`config.mk`:
```
export PLATFORM = sky130hd
export DESIGN_NAME = max_pool_2x2_4_channel_flat
export DESIGN_NICKNAME = d
export VERILOG_FILES = /design/src/rtl/max_pool_2x2_4_channel_if.sv /design/src/rtl/max_pool_2x2_4_channel.sv /design/src/flat_wrapper.sv
export SDC_FILE = /design/constraint.sdc
export NUM_CORES = 1
export LEC_CHECK = 0
export CORE_ASPECT_RATIO = 0.9
export CORE_MARGIN = 5
export CORE_UTILIZATION = 40
export DETAILED_ROUTE_END_ITERATION = 7
export DONT_BUFFER_PORTS = 1
export GPL_ROUTABILITY_DRIVEN = 0
export PLACE_DENSITY = 0.51
export SYNTH_ARGS = -nofsm -noshare
export SYNTH_HDL_FRONTEND = slang
export SYNTH_SLANG_ARGS = --single-unit
```
`constraint.sdc`:
```
create_clock -name clk -period 18.67 [get_ports clk]
set_input_delay 2.8005 -clock clk [delete_from_list [all_inputs] [get_ports clk]]
set_output_delay 2.8005 -clock clk [all_outputs]
set_load 0.03 [all_outputs]
```
`src/rtl/max_pool_2x2_4_channel_if.sv`:
```
// max_pool_2x2_4_channel_if: 4-channel pixel stream into the pooler and pooled pixel stream out.
interface max_pool_2x2_4_channel_if #(parameter int Datawidth = 32);
    logic valid_in;
    logic signed [Datawidth-1:0] In_0, In_1, In_2, In_3;
    logic valid_out;
    logic frame_done;
    logic signed [Datawidth-1:0] Out_0, Out_1, Out_2, Out_3;
    modport master (
        output valid_in, In_0, In_1, In_2, In_3,
        input  valid_out, frame_done, Out_0, Out_1, Out_2, Out_3
    );
    modport slave (
        input  valid_in, In_0, In_1, In_2, In_3,
        output valid_out, frame_done, Out_0, Out_1, Out_2, Out_3
    );
endinterface

```
`src/rtl/max_pool_2x2_4_channel.sv`:
```
// max_pool_2x2_4_channel: streaming 2x2 stride-2 signed max pooling over 4 channels,
// keeping only a half-width line buffer of top-row maxima.
module max_pool_2x2_4_channel #(
    parameter int IMG_Width  = 4,
    parameter int IMG_Height = 4,
    parameter int Datawidth  = 32
) (
    input logic clk,
    input logic rst,
    max_pool_2x2_4_channel_if.slave bus
);
    localparam int PW = IMG_Width / 2;
    localparam int PH = IMG_Height / 2;
    localparam int CW = $clog2(IMG_Width);
    localparam int RW = $clog2(IMG_Height);

    logic [CW-1:0] col;
    logic [RW-1:0] row;
    logic signed [Datawidth-1:0] din [4];
    logic signed [Datawidth-1:0] pair [4];
    logic signed [Datawidth-1:0] hmax [4];
    logic signed [Datawidth-1:0] top [4];
    logic signed [Datawidth-1:0] vmax [4];
    logic signed [Datawidth-1:0] out [4];
    logic signed [Datawidth-1:0] line_buf [PW][4];
    logic active, col_last, row_last, win_end, valid_r, done_r;

    always_comb begin
        din = '{bus.In_0, bus.In_1, bus.In_2, bus.In_3};
        active = bus.valid_in && int'(col) < 2 * PW && int'(row) < 2 * PH;
        col_last = col == CW'(IMG_Width - 1);
        row_last = row == RW'(IMG_Height - 1);
        win_end = active && col[0] && row[0];
        top = '{default: '0};
        for (int i = 0; i < PW; i++)
            if (CW'(i) == col >> 1) top = line_buf[i];
        for (int c = 0; c < 4; c++) begin
            hmax[c] = din[c] > pair[c] ? din[c] : pair[c];
            vmax[c] = top[c] > hmax[c] ? top[c] : hmax[c];
        end
    end

    always_ff @(posedge clk or negedge rst) begin
        if (!rst) begin
            col     <= '0;
            row     <= '0;
            valid_r <= 1'b0;
            done_r  <= 1'b0;
            pair    <= '{default: '0};
            out     <= '{default: '0};
        end else begin
            valid_r <= win_end;
            done_r  <= win_end && int'(col) == 2 * PW - 1 && int'(row) == 2 * PH - 1;
            if (bus.valid_in) begin
                col <= col_last ? '0 : col + 1'b1;
                if (col_last) row <= row_last ? '0 : row + 1'b1;
            end
            if (active && !col[0]) pair <= din;
            if (win_end) out <= vmax;
        end
    end

    // Every entry is written on a top row before the bottom row reads it, so no reset is needed.
    always_ff @(posedge clk) begin
        for (int i = 0; i < PW; i++)
            if (active && col[0] && !row[0] && CW'(i) == col >> 1) line_buf[i] <= hmax;
    end

    assign bus.valid_out  = valid_r;
    assign bus.frame_done = done_r;
    assign bus.Out_0 = out[0];
    assign bus.Out_1 = out[1];
    assign bus.Out_2 = out[2];
    assign bus.Out_3 = out[3];
endmodule
```
`src/flat_wrapper.sv`:
```
// flat-port wrapper written by rule: the top's interface ports become plain ports
module max_pool_2x2_4_channel_flat 
#(
    parameter int IMG_Width  = 4,
    parameter int IMG_Height = 4,
    parameter int Datawidth  = 32
)
  (clk, rst, bus_valid_in, bus_In_0, bus_In_1, bus_In_2, bus_In_3, bus_valid_out, bus_frame_done, bus_Out_0, bus_Out_1, bus_Out_2, bus_Out_3);
  max_pool_2x2_4_channel_if #(.Datawidth(Datawidth)) bus_i ();
  input logic clk;
  input logic rst;
  input wire logic [$bits(bus_i.valid_in)-1:0] bus_valid_in;
  input wire logic [$bits(bus_i.In_0)-1:0] bus_In_0;
  input wire logic [$bits(bus_i.In_1)-1:0] bus_In_1;
  input wire logic [$bits(bus_i.In_2)-1:0] bus_In_2;
  input wire logic [$bits(bus_i.In_3)-1:0] bus_In_3;
  output wire logic [$bits(bus_i.valid_out)-1:0] bus_valid_out;
  output wire logic [$bits(bus_i.frame_done)-1:0] bus_frame_done;
  output wire logic [$bits(bus_i.Out_0)-1:0] bus_Out_0;
  output wire logic [$bits(bus_i.Out_1)-1:0] bus_Out_1;
  output wire logic [$bits(bus_i.Out_2)-1:0] bus_Out_2;
  output wire logic [$bits(bus_i.Out_3)-1:0] bus_Out_3;
  assign bus_i.valid_in = bus_valid_in;
  assign bus_i.In_0 = bus_In_0;
  assign bus_i.In_1 = bus_In_1;
  assign bus_i.In_2 = bus_In_2;
  assign bus_i.In_3 = bus_In_3;
  assign bus_valid_out = bus_i.valid_out;
  assign bus_frame_done = bus_i.frame_done;
  assign bus_Out_0 = bus_i.Out_0;
  assign bus_Out_1 = bus_i.Out_1;
  assign bus_Out_2 = bus_i.Out_2;
  assign bus_Out_3 = bus_i.Out_3;
  max_pool_2x2_4_channel #(.IMG_Width(IMG_Width), .IMG_Height(IMG_Height), .Datawidth(Datawidth)) u_core (.clk(clk), .rst(rst), .bus(bus_i));
endmodule
```
# Word-level counts from Yosys, hierarchy flattened
# Memories as Yosys holds them, arrays and structs flattened.
# Index checks and enable logic that the tools add are counted.
# Widths: inputs -> output; s select.
dict set report classes {
  n_eq_ne 4
  order_cmp 8
  reduce_logical 13
  addsub 2
  muxes 19
}
# cell count
set op_table {}
lappend op_table {{$mux 128} 3}
lappend op_table {{$gt 32x32->1} 8}
lappend op_table {{$mux 32} 8}
lappend op_table {{$reduce_or 128->1} 1}
lappend op_table {{$logic_and 1x1->1} 8}
lappend op_table {{$mux 1} 6}
lappend op_table {{$add 2x1->2 const B} 2}
lappend op_table {{$eq 2x1->1 const B} 2}
lappend op_table {{$eq 2x2->1 const B} 2}
lappend op_table {{$mux 2} 2}
lappend op_table {{$logic_not 1->1} 2}
lappend op_table {{$logic_not 2->1} 1}
lappend op_table {{$reduce_and 2->1} 1}
dict set report totals {
  memories 1
  output_inout_bits 130
  mem_bits_rw 256
  regBits 262
  input_bits 131
}
# memory depth width read_ports rd_clocked_by_memory_dff write_ports line_no
set mem_list {}
lappend mem_list {u_core.line_buf 2 128 2 0 1 max_pool_2x2_4_channel.sv:25} ;# logic signed [Datawidth-1:0] line_buf [PW][4];

# Logic depth before layout (Yosys ltp)
# Gate-level depths: netlist (run 1).
dict set report logic_depth {
  ltp_word 7
  depth_mapped 21
}

# Worst setup path after synthesis (run 1)
# OpenSTA, ideal clock, no wires.
dict set report synth_path {
  path_kind {input to register}
  startpoint {input bus_valid_in}
  endpoint {memory u_core.line_buf[0][128] (netlist name) (enable)}
  path_buffers 0
  setup_time_ns 0.799
  arrival_ns 12.114
  stages 2
  path_slack_ns 5.757
  path_cell_list {nand2_1 nor3b_1}
}
dict set report synth_via {
  elab_chain_cells 7
  elab_cells_between_ends 11
  classes_between {mux: 6; reduce/logical: 5}
}
# element line_no
set synth_lines {}
lappend synth_lines {{start, declared} flat_wrapper.sv:12} ;# input wire logic [$bits(bus_i.valid_in)-1:0] bus_valid_in;
lappend synth_lines {{$logic_and 1x1->1 (*) (2 in a row)} max_pool_2x2_4_channel.sv:66} ;# if (active && col[0] && !row[0] && CW'(i) == col >> 1) line_buf[i] <= hmax;
lappend synth_lines {{$logic_and 1x1->1} max_pool_2x2_4_channel.sv:66}
lappend synth_lines {{$mux 1} max_pool_2x2_4_channel.sv:66}
lappend synth_lines {{$mux 1 (not written as such)} max_pool_2x2_4_channel.sv:66}
lappend synth_lines {{$reduce_or 128->1 (no line)} -}
lappend synth_lines {{$mux 1 (no line)} -}
lappend synth_lines {{end, declared} max_pool_2x2_4_channel.sv:25}
# Every way passes the cells marked *; elsewhere a longest branch is shown, timed or not.

# Worst setup path in the final report (run 1)
dict set report layout_path {
  startpoint {input bus_In_3[14]}
  endpoint {register u_core.out (netlist bit u_core.bus.Out_3[31])}
}
dict set report layout_via {
  elab_chain_cells 4
}
# element line_no
set layout_lines {}
lappend layout_lines {{start, declared} flat_wrapper.sv:16} ;# input wire logic [$bits(bus_i.In_3)-1:0] bus_In_3;
lappend layout_lines {{$gt 32x32->1} max_pool_2x2_4_channel.sv:38} ;# hmax[c] = din[c] > pair[c] ? din[c] : pair[c];
lappend layout_lines {{$mux 32 (*)} max_pool_2x2_4_channel.sv:38}
lappend layout_lines {{$gt 32x32->1} max_pool_2x2_4_channel.sv:39} ;# vmax[c] = top[c] > hmax[c] ? top[c] : hmax[c];
lappend layout_lines {{$mux 32 (*)} max_pool_2x2_4_channel.sv:39}
lappend layout_lines {{end signal, assigned} max_pool_2x2_4_channel.sv:59} ;# if (win_end) out <= vmax;
lappend layout_lines {{end, declared} max_pool_2x2_4_channel.sv:24} ;# logic signed [Datawidth-1:0] out [4];
# Marked as above.
# A chain may end at the register's enable or synchronous reset.

==> results.txt, run 1 <==
outcome: completed
most numerous cell in the Yosys netlist: inv_1
hold path cells: 1
drt first-iter violations: 1180
fin cells: 3605
critical path class: in -> reg
Max Cap Viol: 0
arrival time worst endpoint: 9350 ps
Post-CTS Setup Bufs: 0
setup tns final: 0 ps
Final Slew Violations: 0
CTS resizes: 0
Seq cells post-synth: 518
period utilisation layout: 47.3%
GRT overflow: 0
P per Cell Area: 195 nW/µm²
RSZ-0062 raised after global routing: no
worst path required time: 19200 ps
clk_lat worst skew: 620 ps
area grow syn2layout: 10.1%
DRC Markers: 0
P_sw: 0.00273 W
Comb power frac: 46.0%
sequential area share after synthesis: 49.4%
post-DP HPWL: 49700 µm
Max rail drop VDD: 0.130 mV
H-tree depth: 2
Worst Skew: 20.9 ps
Reg clk slew, reported paths: 60 ps
syn avg cell area: 10.9 µm²
Die H: 265 µm
Clock Power Share: 19.5%
pin slew with the least headroom to its limit: 1200 ps
vias in the first global route: 20502
Hold Vio Cnt, Final: 0
die area: 77600 µm²
largest net degree at the start of global routing: 263
final setup vio count: 0
post-synthesis cell type count: 65
post-synth design cell area: 28800 µm²
Commonest cells post-synth: 272 x inv_1, 262 x dfrtp_1, 258 x ha_1
Cells after Synth: 2656
Clock Path Buffers: 3
top-area cell type share of the netlist area: 26.6%
routed vias: 19918
drt pass-1 iters: 7
CTS tree: yes
worst-path maximum fanout: 31
DIE WIDTH: 293 µm
Final Core Density: 44.4%
Min Hold Slack: 518 ps
clk sinks: 518
Mapped Nets: 3045
final net count: 2993
Synth area leader: edfxtp_1
Main synth FF type: dfrtp_1
Initial Util: 40.3%
Placeable Area: 71600 µm²
sequential power share: 34.5%
clock root buffer: clkbuf_16
internal cell power: 0.00347 W
routed wire length per instance: 21.0 µm
EDFF count, synth: 256
port buffer count: 0
final wirelength: 75800 µm
Leak: 13.6 nW
critical path launch point type: input port
Synth Warn #: 0
switch share: 44.1%
Min-Delay Path Class: reg -> reg
placed cell count: 3493
vias per cell: 5.53
Async SR Flop Fraction: 50.6%
initial antenna violation count: 0
fin crit period: 8820 ps
antenna-violating nets left: 0
share of cells above drive strength 1: 12.2%
Relative slew margins: 19.7%
row cnt: 93
R2R cell count: 17
total track usage: 19.0%
fmax: 0.113 GHz
Synth area leaders: edfxtp_1 27%, dfrtp_1 23%, ha_1 11%
first-pass GRT wire length: 119000 µm
Post-CTS Hold Buffers: 0
I/O pins: 261
TritonCTS Buffers: 59
element type at the critical path end: register
[path summary, 6_finish.rpt]
| check | start | endpoint | slack (ps) |
|---|---|---|---|
| setup reg to reg | u_core.pair[14] | u_core.bus.Out_3[31] | 11590 |
| hold reg to reg | u_core.row[1] | u_core.row[1] | 520 |
| min in group asynchronous | rst | u_core.pair[116] | 1880 |
| hold / removal | u_core.row[1] | u_core.row[1] | 520 |
| max in group asynchronous | rst | u_core.pair[46] | 16210 |
| setup / recovery | bus_In_3[14] | u_core.bus.Out_3[31] | 9850 |
[layout by cell type (no fill, tap or decap), types with 23 or more instances in the layout]
cell type	synthesis	routed
ha_1	258	257
mux2_2	129	129
nand4_1	46	46
nand2_1	251	251
a21oi_1	96	95
o31ai_1	35	35
o2111ai_1	31	31
clkbuf_16	0	60
a21o_1	25	25
o221a_2	30	30
nand3_1	24	23
edfxtp_1	256	256
inv_2	29	29
o21ai_0	193	192
a211oi_1	36	36
nor3_1	39	38
o21ai_1	62	61
buf_4	4	23
dfrtp_1	262	261
a31oi_1	34	34
and2_1	33	33
mux2i_1	134	132
a222oi_1	31	31
mux2_1	29	29
nor2_1	83	83
inv_1	272	272
[area by class of cell]
class	count	area [µm²]
Fill cell	6675	39800
Clock buffer	72	1570
Sequential cell	518	14200
Inverter	302	1130
Clock inverter	39	449
Timing Repair Buffer	25	213
Antenna cell	1	2.50
Multi-Input combinational cell	1698	13000
Tap cell	950	1190
[critical path, cell delays in order]
cell and delay, ps:
ha_1 300, nand4_1 180, nor4_2 430, o21ai_1 130, a31oi_2 350, o211a_1 1030, a222oi_1 390, ha_1 510
and4_1 290, nand4_1 220, nor4_1 780, a211oi_1 270, mux2i_4 670, buf_4 450, mux2_2 370, o21ai_0 160
[power by group through the flow]
stage	Combinational (W)	Clock, W	Sequential, W
after floorplan	0.00216	0	0.00208
after global placement	0.00280	0	0.00216
after detailed placement	0.00286	0	0.00217
after CTS	0.00288	0.00125	0.00215
after global routing	0.00322	0.00129	0.00218
final	0.00286	0.00121	0.00214
[through the flow]
stage	area [µm²]	worst slack (ps)	total power [W]
detailed placement	29700	9290	0.00503
global placement	29700	9310	0.00496
CTS	31800	9950	0.00627
floorplan	28800	5760	0.00424
global route	31800	9500	0.00669
finish	31800	9850	0.00620
[layer usage]
layer / global-route usage, % / vias up / routed length (µm)
met5: 0 / - / 0
met1: 25.0 / 9810 / 33700
met2: 31.2 / 377 / 35200
met3: 5.25 / 111 / 5110
li1: - / 9620 / -
met4: 4.77 / 0 / 1790
[state kept, by name, indices dropped and copies added (netlist names)]
name,count
u_core.bus.Out_0,32
u_core.bus.Out_1,32
u_core.bus.Out_2,32
u_core.bus.Out_3,32
u_core.bus.frame_done,1
u_core.bus.valid_out,1
u_core.col,2
u_core.line_buf,256
u_core.pair,128
u_core.row,2
[cell families (layout without fill, tap and decap cells)]
| kind of cell | Yosys count | after routing | synth area share (%) |
|---|---|---|---|
| flip-flops | 518 | 518 | 49.4 |
| AND/OR/NAND/NOR | 516 | 516 | 8.20 |
| AO/OA/AOI/OAI | 631 | 631 | 14.3 |
| multiplexers | 293 | 293 | 10.9 |
| adder cells (fa/ha/maj) | 258 | 258 | 11.2 |
| buffers and inverters | 440 | 438 | 6.09 |
| other | 0 | 1 | 0 |
Note: power is estimated with default switching activity, not from simulation.
==> inputs of run 2 (changes only) <==
--- a/config.mk
+++ b/config.mk
@@ -5,6 +5,7 @@
 export SDC_FILE = /design/constraint.sdc
 export NUM_CORES = 1
 export LEC_CHECK = 0
+export ABC_AREA = 1
 export CORE_ASPECT_RATIO = 0.9
 export CORE_MARGIN = 5
 export CORE_UTILIZATION = 40
==> constraint.sdc (replaced) <==
create_clock -name clk -period 8.9 [get_ports clk]
set_input_delay 1.335 -clock clk [delete_from_list [all_inputs] [get_ports clk]]
set_output_delay 1.335 -clock clk [all_outputs]
set_load 0.03 [all_outputs]
==> results.txt, run 2 <==
setup tns final: 0 ps
setup ws final: 2730 ps
largest net degree at the start of global routing: 263
outcome: completed
Synth Warn #: 0
final setup vio count: 0
fin crit period: 6170 ps
total track usage: 21.0%
Commonest cells post-synth: 1055 x nand2_1, 580 x inv_1, 275 x nand4_1
post-synthesis cell type count: 28
drt pass-1 iters: 5
Min-Delay Path Class: in -> async
final instance area: 33600 µm²
routed vias: 24240
row cnt: 96
Placeable Area: 76200 µm²
slowest cell delay on critical path: 670 ps
Seq cells post-synth: 518
DIE WIDTH: 302 µm
top-area cell type share of the netlist area: 25.0%
Die H: 273 µm
Clock Power Share: 17.2%
first-pass GRT wire length: 139000 µm
commonest cells after routing, fill and taps aside: 1053 x nand2_1, 578 x inv_1, 275 x nand4_1, 261 x dfrtp_1, 258 x ha_1
RSZ-0062 raised after global routing: no
Final Slew Violations: 0
Hold Vio Cnt, Final: 0
I/O pins: 261
post-synth design cell area: 30700 µm²
worst path required time: 9450 ps
DRC Markers: 0
vias per cell: 5.06
Fillers: 7657
Reg clk slew, reported paths: 60 ps
worst path bufs/invs: 4
final net count: 4098
most numerous cell in the Yosys netlist: nand2_1
CTS tree: yes
clk_lat worst skew: 620 ps
met2 Track Usage GR: 33.5%
TritonCTS Buffers: 60
Place WS: 2110 ps
max reg flops: 256
final wirelength: 87400 µm
Synth area leader: edfxtp_1
CP top delay family: simple AND/OR/NAND/NOR gates
Leak: 17.2 nW
CTS resizes: 0
pin slew with the least headroom to its limit: 1140 ps
initial antenna violation count: 0
biggest regs: u_core.line_buf x256, u_core.pair x128
Initial Util: 40.3%
post-DP HPWL: 56400 µm
switch share: 49.3%
share of cells above drive strength 1: 7.37%
vias in the first global route: 24059
internal cell power: 0.00745 W
Post-CTS Setup Bufs: 0
Min Hold Slack: 411 ps
sequential power share: 30.5%
syn avg cell area: 8.12 µm²
crit-path most repeated cell: nand2_1
most common cell after layout, fill and taps aside: nand2_1
Cells after Synth: 3781
clock root buffer: clkbuf_16
Async SR Flop Fraction: 50.6%
period utilisation layout: 69.3%
element type at the critical path end: register
Synth area leaders: edfxtp_1 25%, dfrtp_1 21%, nand2_1 13%
GRT overflow: 0
Clock Path Buffers: 3
Main synth FF type: dfrtp_1
Max stage delay cell, worst path: nand3_1
fmax: 0.162 GHz
sequential area share after synthesis: 46.4%
P per Cell Area: 437 nW/µm²
die area: 82400 µm²
clk sinks: 518
Max rail drop VDD: 0.373 mV
port buffer count: 0
ant diodes: 0
Comb power frac: 52.3%
worst-path maximum fanout: 33
drt first-iter violations: 1510
area grow syn2layout: 9.56%
Worst Skew: 16.8 ps
P_sw: 0.00725 W
critical path class: in -> reg
DP Area: 31600 µm²
Top Usage Layer GRT: met2
EDFF count, synth: 256
grt met1 use: 29.7%
Post-CTS Hold Buffers: 0
arrival time worst endpoint: 6720 ps
Max Cap Viol: 0
antenna-violating nets left: 0
Mapped Nets: 4170
Relative slew margins: 24.2%
critical path launch point type: input port
Reg with most FFs: u_core.line_buf
H-tree depth: 2
met3 Use GR: 4.04%
routed wire length per instance: 18.3 µm
[run 2: changes by cell type after synthesis, moves of 34 or more]
cell,delta
a21oi_1,+141
o21ai_0,-41
a211oi_1,-36
nand2_1,+804
nor2_1,+117
a31oi_1,-34
o31ai_1,-35
mux2i_1,-130
or2_2,+124
nand3_1,+137
inv_1,+308
nand4_1,+229
mux2_2,-128
o21ai_1,-62
[run 2: power by group through the flow]
stage | logic, W | clock network (W) | registers (W)
CTS | 0.00772 | 0.00261 | 0.00450
global placement | 0.00767 | 0 | 0.00454
global route | 0.00886 | 0.00270 | 0.00457
finish | 0.00768 | 0.00254 | 0.00448
floorplan | 0.00571 | 0 | 0.00439
detailed placement | 0.00768 | 0 | 0.00454
[run 2: kinds of logic after synthesis]
group / count (synthesis) / share of synthesized area [%]
DFF: 518 / 46.4
and+or+nand+nor: 1827 / 26.3
muxes: 5 / 0.167
buffers and inverters: 761 / 9.70
AOI/OAI and AO/OA: 412 / 6.90
adders and majority gates: 258 / 10.5
[run 2: layout make-up]
class	count	area, µm²	area share (%)
well taps	1029	1290	3.83
clock inverters	18	166	0.495
flip-flops and latches	518	14200	42.3
inverters	581	2180	6.49
clock buffers	94	1860	5.51
repair buffers	46	383	1.14
multi-input cells	2502	13500	40.2
[run 2: path summary, 6_finish.rpt]
| path | start | end | slack [ps] | cells after the start |
|---|---|---|---|---|
| min in group clk | u_core.row[1] | u_core.row[1] | 510 | 1 |
| max in group asynchronous | rst | u_core.col[1] | 7980 | 0 |
| min | rst | u_core.bus.Out_1[22] | 410 | 0 |
| max reg2reg | u_core.pair[71] | u_core.bus.Out_1[7] | 3020 | 30 |
| max | bus_In_1[7] | u_core.bus.Out_1[7] | 2730 | 29 |
| min reg2reg | u_core.row[1] | u_core.row[1] | 510 | 1 |
[run 2: metrics by stage]
step | util, % | instances | power [W]
final | 44.2 | 4788 | 0.0147
after global routing | 44.2 | 4788 | 0.0161
after CTS | 44.2 | 4788 | 0.0148
after detailed placement | 41.5 | 4676 | 0.0122
after global placement | 41.5 | 4676 | 0.0122
after floorplan | - | 3781 | 0.0101
[run 2: routing by layer]
metal | up-vias | share of wire, %
met5 | - | 0
met4 | 0 | 2.4
met3 | 125 | 5.9
met2 | 518 | 45
met1 | 11349 | 47
li1 | 12248 | -
